--- src/rtl/ddr3_ui_stream_adapter_if.sv ---
// Stream-side and DDR3 UI-side signals of the stream adapter.
// "master" is the adapter's view and "slave" is the view of the surrounding logic.
interface ddr3_ui_stream_adapter_if #(
  parameter int MEM_ADDR_DEPTH = 28
);
  logic                      init_calib_complete;
  logic                      i_start;
  logic                      i_dir;
  logic [MEM_ADDR_DEPTH-1:0] i_addr;
  logic [23:0]               i_count;
  logic                      o_busy;
  logic                      o_done;
  logic [31:0]               i_wr_data;
  logic                      i_wr_valid;
  logic                      o_wr_ready;
  logic [31:0]               o_rd_data;
  logic                      o_rd_valid;
  logic [MEM_ADDR_DEPTH-1:0] app_addr;
  logic [2:0]                app_cmd;
  logic                      app_en;
  logic                      app_rdy;
  logic [31:0]               app_wdf_data;
  logic [3:0]                app_wdf_mask;
  logic                      app_wdf_wren;
  logic                      app_wdf_end;
  logic                      app_wdf_rdy;
  logic [31:0]               app_rd_data;
  logic                      app_rd_data_valid;
  logic                      app_rd_data_end;

  modport master (
    input  init_calib_complete, i_start, i_dir, i_addr, i_count,
    input  i_wr_data, i_wr_valid,
    input  app_rdy, app_wdf_rdy, app_rd_data, app_rd_data_valid, app_rd_data_end,
    output o_busy, o_done, o_wr_ready, o_rd_data, o_rd_valid,
    output app_addr, app_cmd, app_en,
    output app_wdf_data, app_wdf_mask, app_wdf_wren, app_wdf_end
  );

  modport slave (
    output init_calib_complete, i_start, i_dir, i_addr, i_count,
    output i_wr_data, i_wr_valid,
    output app_rdy, app_wdf_rdy, app_rd_data, app_rd_data_valid, app_rd_data_end,
    input  o_busy, o_done, o_wr_ready, o_rd_data, o_rd_valid,
    input  app_addr, app_cmd, app_en,
    input  app_wdf_data, app_wdf_mask, app_wdf_wren, app_wdf_end
  );
endinterface

--- src/rtl/ddr3_ui_stream_adapter.sv ---
// Turns a word-stream transfer request into DDR3 UI traffic: two-beat write bursts
// plus write commands, or back-to-back read commands with the returned data streamed out.
module ddr3_ui_stream_adapter #(
  parameter int MEM_ADDR_DEPTH = 28,
  parameter int ADDR_INC       = 8
) (
  input logic                      clk,
  input logic                      rst_n,
  ddr3_ui_stream_adapter_if.master bus
);

  typedef enum logic [2:0] {
    S_IDLE, S_WR_BEAT0, S_WR_BEAT1, S_WR_CMD, S_RD_CMD, S_RD_DRAIN, S_DONE
  } state_t;

  state_t                    r_state;
  logic [23:0]               r_count;
  logic [23:0]               r_wcnt;
  logic [23:0]               r_ccnt;
  logic [24:0]               r_rcnt;
  logic                      r_busy;
  logic                      r_done;
  logic [31:0]               r_rd_data;
  logic                      r_rd_valid;
  logic [MEM_ADDR_DEPTH-1:0] r_app_addr;
  logic [2:0]                r_app_cmd;
  logic                      r_app_en;
  logic [31:0]               r_wdf_data;
  logic [3:0]                r_wdf_mask;
  logic                      r_wdf_wren;
  logic                      r_wdf_end;

  logic [23:0] w_ncmd;
  logic [24:0] w_total;
  logic        w_last_cmd;
  logic        w_word_left;
  logic        w_beat0_take;
  logic        w_beat1_word;
  logic        w_beat1_pad;
  logic        w_rd_beat;
  logic        w_wr_ready;
  logic        w_unused_rd_end;

  assign w_ncmd       = 24'(({1'b0, r_count} + 25'd1) >> 1);
  assign w_total      = {w_ncmd, 1'b0};
  assign w_last_cmd   = (r_ccnt + 24'd1) == w_ncmd;
  assign w_word_left  = r_wcnt < r_count;
  assign w_beat0_take = (r_state == S_WR_BEAT0) && bus.i_wr_valid && bus.app_wdf_rdy;
  assign w_beat1_word = (r_state == S_WR_BEAT1) && w_word_left && bus.i_wr_valid && bus.app_wdf_rdy;
  assign w_beat1_pad  = (r_state == S_WR_BEAT1) && !w_word_left && bus.app_wdf_rdy;
  assign w_rd_beat    = ((r_state == S_RD_CMD) || (r_state == S_RD_DRAIN)) && bus.app_rd_data_valid;
  assign w_wr_ready   = bus.app_wdf_rdy &&
                        ((r_state == S_WR_BEAT0) || ((r_state == S_WR_BEAT1) && w_word_left));
  assign w_unused_rd_end = bus.app_rd_data_end;

  assign bus.o_busy       = r_busy;
  assign bus.o_done       = r_done;
  assign bus.o_wr_ready   = w_wr_ready;
  assign bus.o_rd_data    = r_rd_data;
  assign bus.o_rd_valid   = r_rd_valid;
  assign bus.app_addr     = r_app_addr;
  assign bus.app_cmd      = r_app_cmd;
  assign bus.app_en       = r_app_en;
  assign bus.app_wdf_data = r_wdf_data;
  assign bus.app_wdf_mask = r_wdf_mask;
  assign bus.app_wdf_wren = r_wdf_wren;
  assign bus.app_wdf_end  = r_wdf_end;

  always_ff @(posedge clk or negedge rst_n) begin
    if (!rst_n) begin
      r_state    <= S_IDLE;
      r_count    <= '0;
      r_wcnt     <= '0;
      r_ccnt     <= '0;
      r_rcnt     <= '0;
      r_busy     <= 1'b0;
      r_done     <= 1'b0;
      r_rd_data  <= '0;
      r_rd_valid <= 1'b0;
      r_app_addr <= '0;
      r_app_cmd  <= '0;
      r_app_en   <= 1'b0;
      r_wdf_data <= '0;
      r_wdf_mask <= '0;
      r_wdf_wren <= 1'b0;
      r_wdf_end  <= 1'b0;
    end else begin
      r_done     <= 1'b0;
      r_rd_valid <= 1'b0;

      // The write-data register only advances when the UI can take data, so it holds still otherwise.
      if (bus.app_wdf_rdy) begin
        r_wdf_wren <= w_beat0_take | w_beat1_word | w_beat1_pad;
        if (w_beat0_take || w_beat1_word) begin
          r_wdf_data <= bus.i_wr_data;
          r_wdf_mask <= '0;
          r_wdf_end  <= w_beat1_word;
          r_wcnt     <= r_wcnt + 24'd1;
        end else if (w_beat1_pad) begin
          r_wdf_data <= '0;
          r_wdf_mask <= '1;
          r_wdf_end  <= 1'b1;
        end
      end

      case (r_state)
        S_IDLE: begin
          if (bus.i_start && bus.init_calib_complete) begin
            r_count    <= bus.i_count;
            r_wcnt     <= '0;
            r_ccnt     <= '0;
            r_rcnt     <= '0;
            r_busy     <= 1'b1;
            r_app_addr <= bus.i_addr;
            r_app_cmd  <= {2'b00, bus.i_dir};
            if (bus.i_count == 24'd0) begin
              r_state <= S_DONE;
            end else if (bus.i_dir) begin
              r_app_en <= 1'b1;
              r_state  <= S_RD_CMD;
            end else begin
              r_state <= S_WR_BEAT0;
            end
          end
        end
        S_WR_BEAT0: if (w_beat0_take) r_state <= S_WR_BEAT1;
        S_WR_BEAT1: if (w_beat1_word || w_beat1_pad) r_state <= S_WR_CMD;
        S_WR_CMD: begin
          // Raise the command only once the burst's second beat has left the data register.
          if (!r_app_en) begin
            if (!r_wdf_wren || bus.app_wdf_rdy) r_app_en <= 1'b1;
          end else if (bus.app_rdy) begin
            r_app_en   <= 1'b0;
            r_app_addr <= r_app_addr + MEM_ADDR_DEPTH'(ADDR_INC);
            r_ccnt     <= r_ccnt + 24'd1;
            if (w_last_cmd) begin
              r_state <= S_DONE;
              r_done  <= 1'b1;
              r_busy  <= 1'b0;
            end else begin
              r_state <= S_WR_BEAT0;
            end
          end
        end
        S_RD_CMD: begin
          if (bus.app_rdy) begin
            r_app_addr <= r_app_addr + MEM_ADDR_DEPTH'(ADDR_INC);
            r_ccnt     <= r_ccnt + 24'd1;
            if (w_last_cmd) begin
              r_app_en <= 1'b0;
              r_state  <= S_RD_DRAIN;
            end
          end
        end
        S_RD_DRAIN: ;
        S_DONE: begin
          // A zero-length start arrives here without a pulse; finished transfers arrive with one.
          if (r_done) begin
            r_state <= S_IDLE;
          end else begin
            r_done <= 1'b1;
            r_busy <= 1'b0;
          end
        end
        default: r_state <= S_IDLE;
      endcase

      if (w_rd_beat) begin
        r_rcnt     <= r_rcnt + 25'd1;
        r_rd_data  <= bus.app_rd_data;
        r_rd_valid <= r_rcnt < {1'b0, r_count};
        if ((r_rcnt + 25'd1) == w_total) begin
          r_state  <= S_DONE;
          r_done   <= 1'b1;
          r_busy   <= 1'b0;
          r_app_en <= 1'b0;
        end
      end
    end
  end

endmodule
--- src/flat_wrapper.sv ---
// flat-port wrapper written by rule: the top's interface ports become plain ports
module ddr3_ui_stream_adapter_flat 
#(
  parameter int MEM_ADDR_DEPTH = 28,
  parameter int ADDR_INC       = 8
)
  (clk, rst_n, bus_init_calib_complete, bus_i_start, bus_i_dir, bus_i_addr, bus_i_count, bus_i_wr_data, bus_i_wr_valid, bus_app_rdy, bus_app_wdf_rdy, bus_app_rd_data, bus_app_rd_data_valid, bus_app_rd_data_end, bus_o_busy, bus_o_done, bus_o_wr_ready, bus_o_rd_data, bus_o_rd_valid, bus_app_addr, bus_app_cmd, bus_app_en, bus_app_wdf_data, bus_app_wdf_mask, bus_app_wdf_wren, bus_app_wdf_end);
  ddr3_ui_stream_adapter_if #(.MEM_ADDR_DEPTH(MEM_ADDR_DEPTH)) bus_i ();
  input logic clk;
  input logic rst_n;
  input wire logic [$bits(bus_i.init_calib_complete)-1:0] bus_init_calib_complete;
  input wire logic [$bits(bus_i.i_start)-1:0] bus_i_start;
  input wire logic [$bits(bus_i.i_dir)-1:0] bus_i_dir;
  input wire logic [$bits(bus_i.i_addr)-1:0] bus_i_addr;
  input wire logic [$bits(bus_i.i_count)-1:0] bus_i_count;
  input wire logic [$bits(bus_i.i_wr_data)-1:0] bus_i_wr_data;
  input wire logic [$bits(bus_i.i_wr_valid)-1:0] bus_i_wr_valid;
  input wire logic [$bits(bus_i.app_rdy)-1:0] bus_app_rdy;
  input wire logic [$bits(bus_i.app_wdf_rdy)-1:0] bus_app_wdf_rdy;
  input wire logic [$bits(bus_i.app_rd_data)-1:0] bus_app_rd_data;
  input wire logic [$bits(bus_i.app_rd_data_valid)-1:0] bus_app_rd_data_valid;
  input wire logic [$bits(bus_i.app_rd_data_end)-1:0] bus_app_rd_data_end;
  output wire logic [$bits(bus_i.o_busy)-1:0] bus_o_busy;
  output wire logic [$bits(bus_i.o_done)-1:0] bus_o_done;
  output wire logic [$bits(bus_i.o_wr_ready)-1:0] bus_o_wr_ready;
  output wire logic [$bits(bus_i.o_rd_data)-1:0] bus_o_rd_data;
  output wire logic [$bits(bus_i.o_rd_valid)-1:0] bus_o_rd_valid;
  output wire logic [$bits(bus_i.app_addr)-1:0] bus_app_addr;
  output wire logic [$bits(bus_i.app_cmd)-1:0] bus_app_cmd;
  output wire logic [$bits(bus_i.app_en)-1:0] bus_app_en;
  output wire logic [$bits(bus_i.app_wdf_data)-1:0] bus_app_wdf_data;
  output wire logic [$bits(bus_i.app_wdf_mask)-1:0] bus_app_wdf_mask;
  output wire logic [$bits(bus_i.app_wdf_wren)-1:0] bus_app_wdf_wren;
  output wire logic [$bits(bus_i.app_wdf_end)-1:0] bus_app_wdf_end;
  assign bus_i.init_calib_complete = bus_init_calib_complete;
  assign bus_i.i_start = bus_i_start;
  assign bus_i.i_dir = bus_i_dir;
  assign bus_i.i_addr = bus_i_addr;
  assign bus_i.i_count = bus_i_count;
  assign bus_i.i_wr_data = bus_i_wr_data;
  assign bus_i.i_wr_valid = bus_i_wr_valid;
  assign bus_i.app_rdy = bus_app_rdy;
  assign bus_i.app_wdf_rdy = bus_app_wdf_rdy;
  assign bus_i.app_rd_data = bus_app_rd_data;
  assign bus_i.app_rd_data_valid = bus_app_rd_data_valid;
  assign bus_i.app_rd_data_end = bus_app_rd_data_end;
  assign bus_o_busy = bus_i.o_busy;
  assign bus_o_done = bus_i.o_done;
  assign bus_o_wr_ready = bus_i.o_wr_ready;
  assign bus_o_rd_data = bus_i.o_rd_data;
  assign bus_o_rd_valid = bus_i.o_rd_valid;
  assign bus_app_addr = bus_i.app_addr;
  assign bus_app_cmd = bus_i.app_cmd;
  assign bus_app_en = bus_i.app_en;
  assign bus_app_wdf_data = bus_i.app_wdf_data;
  assign bus_app_wdf_mask = bus_i.app_wdf_mask;
  assign bus_app_wdf_wren = bus_i.app_wdf_wren;
  assign bus_app_wdf_end = bus_i.app_wdf_end;
  ddr3_ui_stream_adapter #(.MEM_ADDR_DEPTH(MEM_ADDR_DEPTH), .ADDR_INC(ADDR_INC)) u_core (.clk(clk), .rst_n(rst_n), .bus(bus_i));
endmodule
--- config.mk ---
export PLATFORM = sky130hd
export DESIGN_NAME = ddr3_ui_stream_adapter_flat
export DESIGN_NICKNAME = d
export VERILOG_FILES = /design/src/rtl/ddr3_ui_stream_adapter_if.sv /design/src/rtl/ddr3_ui_stream_adapter.sv /design/src/flat_wrapper.sv
export SDC_FILE = /design/constraint.sdc
export NUM_CORES = 1
export LEC_CHECK = 0
export ABC_CLOCK_PERIOD_IN_PS = 9300
export BUFFER_PORTS_ARGS = -buffer_cell sky130_fd_sc_hd__buf_2
export CAP_MARGIN = 15
export CORE_MARGIN = 5
export CORE_UTILIZATION = 43
export DETAILED_ROUTE_END_ITERATION = 16
export HOLD_SLACK_MARGIN = 0.12
export PLACE_DENSITY = 0.67
export SLEW_MARGIN = 20
export SYNTH_ARGS = -nofsm -noshare
export SYNTH_HDL_FRONTEND = slang
export SYNTH_SLANG_ARGS = --single-unit
--- constraint.sdc ---
create_clock -name clk -period 9.3 [get_ports clk]
set_input_delay 1.86 -clock clk [delete_from_list [all_inputs] [get_ports clk]]
set_output_delay 1.86 -clock clk [all_outputs]
set_load 0.02 [all_outputs]
==> metrics.txt, run 1 <==
most frequent CP cell a21o_1; GR Util All Layers 0.227; routed len/inst 18.0 um; Total Wirelength 36,000 um; Num Clock Sinks 200; Maximum Capacitance Violations 0; vias between 10,000 and 15,000; clk root buf clkbuf_16; FF+latch count, synth 200; 1st-iter DRT viols 993; filler cell count 2,655; register area 0.00500 mm2; WL met3 approximately 2500 um; DR pass1 iterations 6; Max-Slew Margin vs Limit 0.306; share of cells above drive strength 1 0.181; Die ar. 0.0317 mm2; Mapped Cells 1,437; largest net degree at the start of global routing approximately 80; worst vdd ir 0.153 mV; worst-path fanout max 8; Synth area leader dfrtp_1; sequential area share after synthesis 0.412; RSZ-0062 raised after global routing no; crit path cell chain inv_1 > ha_1 > a21o_1 > a21o_1 > a221oi_1 > o211a_1 > o2111ai_1 > a21oi_1 > buf_2; Max Fclk 204 MHz; Via density roughly 5.6; vias in the first global route 11,179; Multi-input gate area 0.00667 mm2; CP arrival 3.05 ns; die width 178 um; Pleak 6.57 nW; Initial Util 0.436; post-route worst setup slack roughly 4.4 ns; Final period util 0.528; total clock buffers created by CTS 17; Met2 Wirelength 16,500 um; number of I/O pins 232; Post-synth EDFFs 0; worst-margin pin slew 1.04 ns; hold buffers post-CTS 0; data required time of the worst path 7.44 ns; CP max-delay cell dfrtp_1; DP Worst Slack 4.84 ns; Final GP Congestion around 0.90; Final Slew Violations 0; FFs w/ async S/R, synth 1.00; Crit. End Element output pin; crit path kind reg -> out; nets roughly 1,800; Worst Setup SP u_core.r_count[13]; P&R area growth vs syn 16.5%; hold_sp u_core.bus.o_rd_data[0]; Post-CTS Resized 0; CP peak stage delay slightly above 0.5 ns; minimum clock period 4.91 ns; Port Buffers 228; Hold WC Path Type reg -> reg; Antenna Violating Nets Remaining 0; # Post-CTS Setup Buffers 0; detailed placement HPWL 26,000 um; CTS tree built; first-pass GRT wire length 57,700 um; CTS max path bufs 2; mapped cell area roughly 0.012 mm2; final hold vios 0; row cnt 61; Cell variety after synth 66; syn_area_per_cell 8.46 um2; clock latency on the worst-skew pair between 0.4 and 0.5 ns; top layer in use met5; Synth warnings 0; hold_ws 0.472 ns; RR Startpoint u_core.r_count[13]; Critical Path Start Type register; met1 wire length 16,000 um; Reg clk slew, reported paths about 0.080 ns; setup_tns 0 ns; H-tree depth 4; Synth Flop Type dfrtp_1; initial antenna violation count 2; Clock Skew 0.0220 ns; Congestion Overflow GR 0; Pwr Density 280 mW/mm2; core footprint approximately 0.028 mm2; DRC 0; status finished, final reports clean; # setup viols final 0; Die Y 178 um; synth top area cells dfrtp_1 (41%), nand2_1 (9.9%), o21ai_0 (5.9%); top cell type's share of synthesized area 0.412
worst max-delay path, delay by kind of cell (launching register included):
family / cells / cell delay (ns)
compound gates: 6 / 1.37
buf+inv: 2 / 0.40
fa+ha+maj: 1 / 0.34
flops: 1 / 0.51
cells in the mapped netlist, drive strengths merged (4+ instances only):
library cell / number
a21o: 22
nor2b: 5
mux2i: 9
nand3: 74
o31ai: 26
and3: 32
a31oi: 9
o41ai: 4
xnor2: 81
inv: 35
or3: 9
buf: 25
clkbuf: 55
nand2: 320
and2: 7
a21oi: 45
nand4: 38
a32oi: 19
or4: 12
nor3: 20
nand2b: 8
nand4b: 4
o211ai: 4
nor2: 68
xor2: 32
nor4: 23
o21ai: 144
dfrtp: 200
ha: 51
and4: 12
or2: 6
state kept, by name, summed over array words and instances (netlist names), 3 cells and up:
register and count:
u_core.bus.app_addr 28, u_core.r_rcnt 25, u_core.r_state 3, u_core.r_count 24
u_core.r_wcnt 24, u_core.bus.app_wdf_data 32, u_core.r_ccnt 24, u_core.bus.o_rd_data 32
cells by family (layout without fill, tap and decap cells):
group | Yosys count | count (layout) | share of synthesized area
mux | 10 | 10 | 0.00834
fa+ha+maj | 51 | 51 | 0.0525
buf+inv | 116 | 305 | 0.0424
compound gates | 300 | 300 | 0.150
other cells | 1 | 3 | 0.000309
flops | 200 | 200 | 0.412
simple gates | 645 | 645 | 0.251
xor+xnor | 114 | 114 | 0.0834
metal layers:
layer | GRT usage | vias up
met5 | 0 | -
met4 | 0.0844 | 2
met3 | 0.0543 | 64
met2 | 0.366 | 373
met1 | 0.296 | 5362
li1 | - | 5407
cell type report:
cell class	instances	share of cell area
Antenna cell	1	0.000177
Clock buffer	17	0.0300
Clock inverter	15	0.0159
Inverter	35	0.00928
Multi-Input combinational cell	1122	0.471
Sequential cell	200	0.353
Tap cell	378	0.0334
Timing Repair Buffer	238	0.0865
final timing paths:
| path | end | slack (ns) | depth (start not counted) |
|---|---|---|---|
| min in group asynchronous | u_core.bus.o_rd_data[0] | 1.39 | 1 |
| worst max-delay path | bus_o_wr_ready | 4.39 | 9 |
| worst min register to register | u_core.bus.o_rd_data[0] | 0.47 | 2 |
| worst max register to register | u_core.r_wcnt[17] | 5.13 | 12 |
| worst min-delay path | u_core.bus.o_rd_data[0] | 0.47 | 2 |
| max in group asynchronous | u_core.bus.app_wdf_end | 6.52 | 2 |
power by group:
part | leakage, nW | switching, mW | total [mW] | internal, mW
logic | 3.66 | 1.14 | 1.74 | 0.606
clock network | 0.313 | 0.424 | 0.827 | 0.403
registers | 2.60 | 0.264 | 1.39 | 1.13
per-stage QoR:
step / cell area (um2) / std cells / util / power, mW
floorplan: 12200 / 1438 / - / 2.55
global placement: 13500 / 1973 / 0.485 / 3.09
detailed placement: 13500 / 1973 / 0.485 / 3.14
CTS: 14200 / 2005 / 0.508 / 3.97
global route: 14200 / 2005 / 0.508 / 4.23
finish: 14200 / 2006 / 0.508 / 3.97
layout by cell type, fill, tap and decap left out, types with 29 or more instances in the layout:
cell type  Yosys  final
nand2_1      320    319
buf_2          7    227
dfrtp_1      200    200
o21ai_0      144    143
xnor2_1       81     81
nand3_1       74     73
nor2_1        68     68
ha_1          51     51
a21oi_1       45     44
nand4_1       37     37
inv_1         35     35
xor2_1        32     32
and3_1        30     29
Note: power is estimated with default switching activity, not from simulation.
==> inputs of run 2 (changes only) <==
--- a/config.mk
+++ b/config.mk
@@ -5,7 +5,7 @@
 export SDC_FILE = /design/constraint.sdc
 export NUM_CORES = 1
 export LEC_CHECK = 0
-export ABC_CLOCK_PERIOD_IN_PS = 9300
+export ABC_CLOCK_PERIOD_IN_PS = 4800
 export BUFFER_PORTS_ARGS = -buffer_cell sky130_fd_sc_hd__buf_2
 export CAP_MARGIN = 15
 export CORE_MARGIN = 5
==> constraint.sdc (replaced) <==
create_clock -name clk -period 4.8 [get_ports clk]
set_input_delay 0.96 -clock clk [delete_from_list [all_inputs] [get_ports clk]]
set_output_delay 0.96 -clock clk [all_outputs]
set_load 0.02 [all_outputs]
==> metrics.txt, run 2 (synthesis gave the netlist of run 1 again) <==
most common cell after layout, fill and taps aside nand2_1; Total Wirelength 36,000 um; minimum clock period 3.92 ns; Final Slew Violations 0; crit-path leading delay family compound AO/OA/AOI/OAI gates; CP arrival 2.96 ns; Pleak ~6.6 nW; total clock buffers created by CTS 17; worst vdd ir 0.302 mV; worst-path fanout max 8; Antenna Violating Nets Remaining 0; Pwr Density 538 mW/mm2; Die Y 178 um; Final GP Congestion 0.942; Final period util 0.816; DRC 0; crit path kind reg -> out; P&R area growth vs syn 16.6%; Initial Util 0.436; Reg2Reg Depth 9; Critical Path Start Type register; Max-Slew Margin vs Limit 0.326; vias 11,237; DR pass1 iterations 12; GR Util All Layers 0.226; routed len/inst approximately 18 um; final hold vios 0; crit path cell chain inv_1 > ha_1 > a21o_1 > a21o_1 > a221oi_1 > o211a_1 > o2111ai_1 > a21oi_1 > buf_2; hold_ws 0.475 ns; first-pass GRT wire length 57,600 um; detailed placement HPWL 26,100 um; CTS tree built; data required time of the worst path approximately 3.8 ns; number of I/O pins 232; core footprint 0.0279 mm2; R2R setup slack roughly 1.0 ns; Hold WC Path Type reg -> reg; vias in the first global route 11,026; setup_tns 0 ns; Congestion Overflow GR 0; nets 1,793; initial antenna violation count 0; Reg clk slew, reported paths 0.09 ns; worst-margin pin slew 1.01 ns; critical path capture point bus_o_wr_ready; # Post-CTS Setup Buffers 0; Max Fclk 255 MHz; hold buffers post-CTS 0; CP peak stage delay 0.48 ns; CP max-delay cell dfrtp_1; Clock Skew 0.0251 ns; most frequent CP cell a21o_1; # setup viols final 0; share of cells above drive strength 1 0.182; CTS max path bufs 2; most frequent cells in the layout nand2_1 (319), buf_2 (227), dfrtp_1 (200); H-tree depth 4; Die ar. about 0.032 mm2; Worst Setup SP u_core.r_count[13]; die width 178 um; Port Buffers approximately 230; status finished, final reports clean; Maximum Capacitance Violations 0; RSZ-0062 raised after global routing no; clock latency on the worst-skew pair ~0.46 ns; Post-CTS Resized 0; Via density between 5 and 6; reg-to-reg endpoint u_core.r_state[0]; Num Clock Sinks 200; Crit. End Element output pin; critical path depth in cells 9; RR Startpoint u_core.r_rcnt[3]; clk root buf clkbuf_16; largest net degree at the start of global routing 86; row cnt 61; 1st-iter DRT viols around 1,200; Crit path buffers/inverters 2
==> run 2: cell types whose count changed in the layout (fill, tap and decap cells not counted), sizes merged <==
cell    before  now
buf        237  239
clkinv       5    7
bufinv       1    0
inv         44   42
clkbuf      18   19
==> run 2: worst min path at each step <==
stage | startpoint | endpoint | slack (ns) | depth (start not counted)
after floorplan | u_core.r_ccnt[22] | u_core.r_ccnt[22] | 0.49 | 1
after global routing | u_core.bus.app_wdf_end | u_core.bus.app_wdf_end | 0.51 | 1
after detailed placement | u_core.bus.o_rd_data[3] | u_core.bus.o_rd_data[3] | 0.46 | 2
after CTS | u_core.bus.o_rd_data[11] | u_core.bus.o_rd_data[11] | 0.48 | 2
after global placement | u_core.bus.o_rd_data[23] | u_core.bus.o_rd_data[23] | 0.45 | 2
final | u_core.bus.o_rd_data[0] | u_core.bus.o_rd_data[0] | 0.48 | 2
==> run 2: tightest hold or removal path: cells and delay by family (launching register included) <==
family / cells / cell delay [ns]
flip-flops: 1 / 0.35
AND/OR/NAND/NOR: 2 / 0.10
==> run 2: cell type report <==
type	count	area (um2)
repair buffers	240	1250
inverters	35	131
clock inverters	14	190
fillers	2626	13700
diodes	1	2.50
flip-flops and latches	200	5000
multi-input cells	1122	6670
clock buffers	18	439
well taps	378	473
==> run 2: metal layers <==
metal  vias up  routed length, um  global-route usage
met5         -                  0                   0
met1      5333              15700               0.306
met4         0               1140              0.0825
li1       5420                  -                   -
met2       402              16400               0.357
met3        82               2660              0.0507
==> run 2: through the flow <==
step | std cells | utilization | power (mW) | area, um2 | setup WS [ns]
after floorplan | 1438 | - | 4.94 | 12200 | 1.59
after global placement | 1975 | 0.486 | 6.00 | 13500 | 1.15
after detailed placement | 1975 | 0.486 | 6.08 | 13500 | 1.11
after global routing | 2007 | 0.508 | 8.13 | 14200 | 0.720
final | 2008 | 0.509 | 7.62 | 14200 | 0.883
after CTS | 2007 | 0.508 | 7.63 | 14200 | 0.875
==> run 2: report_power, final <==
group / total, mW / switching, mW / internal (mW) / leakage [nW]
registers: 2.70 / 0.506 / 2.19 / 2.60
clock network: 1.54 / 0.804 / 0.735 / 0.304
logic: 3.38 / 2.20 / 1.18 / 3.67
==> inputs of run 3 (changes only) <==
--- a/config.mk
+++ b/config.mk
@@ -5,14 +5,14 @@
 export SDC_FILE = /design/constraint.sdc
 export NUM_CORES = 1
 export LEC_CHECK = 0
-export ABC_CLOCK_PERIOD_IN_PS = 4800
+export ABC_CLOCK_PERIOD_IN_PS = 3400
 export BUFFER_PORTS_ARGS = -buffer_cell sky130_fd_sc_hd__buf_2
 export CAP_MARGIN = 15
 export CORE_MARGIN = 5
 export CORE_UTILIZATION = 43
 export DETAILED_ROUTE_END_ITERATION = 16
 export HOLD_SLACK_MARGIN = 0.12
-export PLACE_DENSITY = 0.67
+export PLACE_DENSITY = 0.69
 export SLEW_MARGIN = 20
 export SYNTH_ARGS = -nofsm -noshare
 export SYNTH_HDL_FRONTEND = slang
==> constraint.sdc (replaced) <==
create_clock -name clk -period 3.4 [get_ports clk]
set_input_delay 0.68 -clock clk [delete_from_list [all_inputs] [get_ports clk]]
set_output_delay 0.68 -clock clk [all_outputs]
set_load 0.02 [all_outputs]
==> metrics.txt, run 3 (synthesis gave the netlist of run 1 again) <==
status complete, but fails checks; failing checks negative setup slack; GR Util All Layers 0.229; setup_tns -0.0234 ns; Max-Slew Margin vs Limit 0.504; Num Clock Sinks 200; final hold vios 0; row cnt 61; post-route worst setup slack -0.0234 ns; Reg clk slew, reported paths 0.09 ns; H-tree depth 4; WL met3 3000 um; 1st-iter DRT viols 1,163; # setup viols final 1; clk root buf clkbuf_16; Port Buffers 228; nets approximately 1,800; CP max-delay cell or3_2; Via density 5.63; Antenna Violating Nets Remaining 0; Maximum Capacitance Violations 0; detailed placement HPWL 27,200 um; vias 11,584; Clock Skew roughly 0.023 ns; CP arrival 3.76 ns; Total Wirelength 36,400 um; Final period util 1.01; Crit. End Element register; vias in the first global route around 11,000; CP peak stage delay 0.49 ns; number of I/O pins 232; minimum clock period 3.42 ns; Final GP Congestion 0.928; total power approximately 11 mW; worst-path fanout max 8; CTS tree built; RR Startpoint u_core.r_count[2]; core footprint 0.0279 mm2; data required time of the worst path 3.74 ns; Congestion Overflow GR 0; worst vdd ir between 0.4 and 0.5 mV; routed len/inst 17.7 um; met1 wire length between 15,000 and 20,000 um; top layer in use met4; hold buffers post-CTS 0; die width 178 um; Final Slew Violations 0; Met2 Wirelength 16,700 um; DR pass1 iterations 8; most common cell after layout, fill and taps aside nand2_1; worst-margin pin slew about 0.74 ns; initial antenna violation count 0; Initial Util 0.436; most frequent CP cell nand4_1; Worst Setup SP u_core.r_count[2]; largest net degree at the start of global routing 87; most frequent cells in the layout nand2_1 (320), buf_2 (226), dfrtp_1 (196); crit path cell chain nand4_1 > buf_4 > nor4_4 > a31oi_1 > or3_2 > a2111oi_0 > and4_2 > nand4_1 > mux2_2 > and4_1; Critical Path Start Type register; DP Worst Slack about 0.09 ns; P&R area growth vs syn 20.6%; Pwr Density 753 mW/mm2; Hold WC Path Type in -> async; filler cell count 2,568; clock latency on the worst-skew pair about 0.47 ns; crit path kind reg -> reg; Max Fclk 292 MHz; # diodes 0; Pleak slightly below 7 nW; Reg2Reg Depth 10; CTS max path bufs 2; Die Y 178 um; Die ar. 0.0317 mm2; first-pass GRT wire length 58,400 um; share of cells above drive strength 1 0.215; DRC 0; total clock buffers created by CTS 17
run 3: cell types whose count changed in the layout (fill, tap and decap cells not counted), moves of 2 or more:
cell	change
clkinv_8	-3
dfrtp_1	-4
buf_4	+50
dfrtp_2	+4
inv_2	+5
inv_12	+3
nor4_1	-2
inv_16	+3
inv_1	-5
run 3: final cells by class:
type                       instances  area [um2]  share of cell area
sequential                       200        5010               0.342
inverter                          35         131             0.00897
tap                              378         473              0.0323
clock inverter                    15         230              0.0157
clock buffer                      17         425              0.0290
multi-input combinational       1122        6730               0.459
timing repair buffer             291        1650               0.113
run 3: report_power, final:
group / internal, mW / switching (mW) / total [mW]
Combinational: 1.80 / 3.18 / 4.98
Sequential: 3.10 / 0.690 / 3.79
Clock: 1.06 / 1.20 / 2.26
run 3: metal layers:
| layer | global-route usage | vias to the layer above |
|---|---|---|
| met3 | 0.0528 | 80 |
| met4 | 0.0825 | 0 |
| met5 | 0 | - |
| met1 | 0.312 | 5499 |
| met2 | 0.359 | 488 |
| li1 | - | 5517 |
run 3: timing repair:
item,4_1_cts,5_1_grt
setup buffers,1,9
setup endpoints to repair,1,5
pin swaps,2,5
resized for setup,4,15
run 3: final timing paths:
path                                       endpoint  slack, ns
min reg2reg                u_core.bus.o_rd_data[15]       0.48
min                         u_core.bus.o_rd_data[1]       0.24
max reg2reg                       u_core.r_state[0]      -0.02
max                               u_core.r_state[0]      -0.02
max in group asynchronous          u_core.r_ccnt[8]       2.36
min in group clk             u_core.bus.app_addr[0]       0.40
run 3: critical path, delay by kind of cell, from the launching register on:
family | cells | cell delay, ns
simple gates | 6 | 1.67
compound gates | 2 | 0.69
flops | 1 | 0.44
buf+inv | 1 | 0.21
mux | 1 | 0.28
run 3: stage by stage:
| step | cell area, um2 | util | std cells | hold WS [ns] |
|---|---|---|---|---|
| finish | 14700 | 0.526 | 2058 | 0.236 |
| global route | 14700 | 0.526 | 2058 | 0.312 |
| CTS | 14500 | 0.522 | 2049 | 0.294 |
| detailed placement | 13900 | 0.497 | 2016 | 0.458 |
| global placement | 13900 | 0.497 | 2016 | 0.453 |
| floorplan | 12200 | - | 1438 | 0.384 |
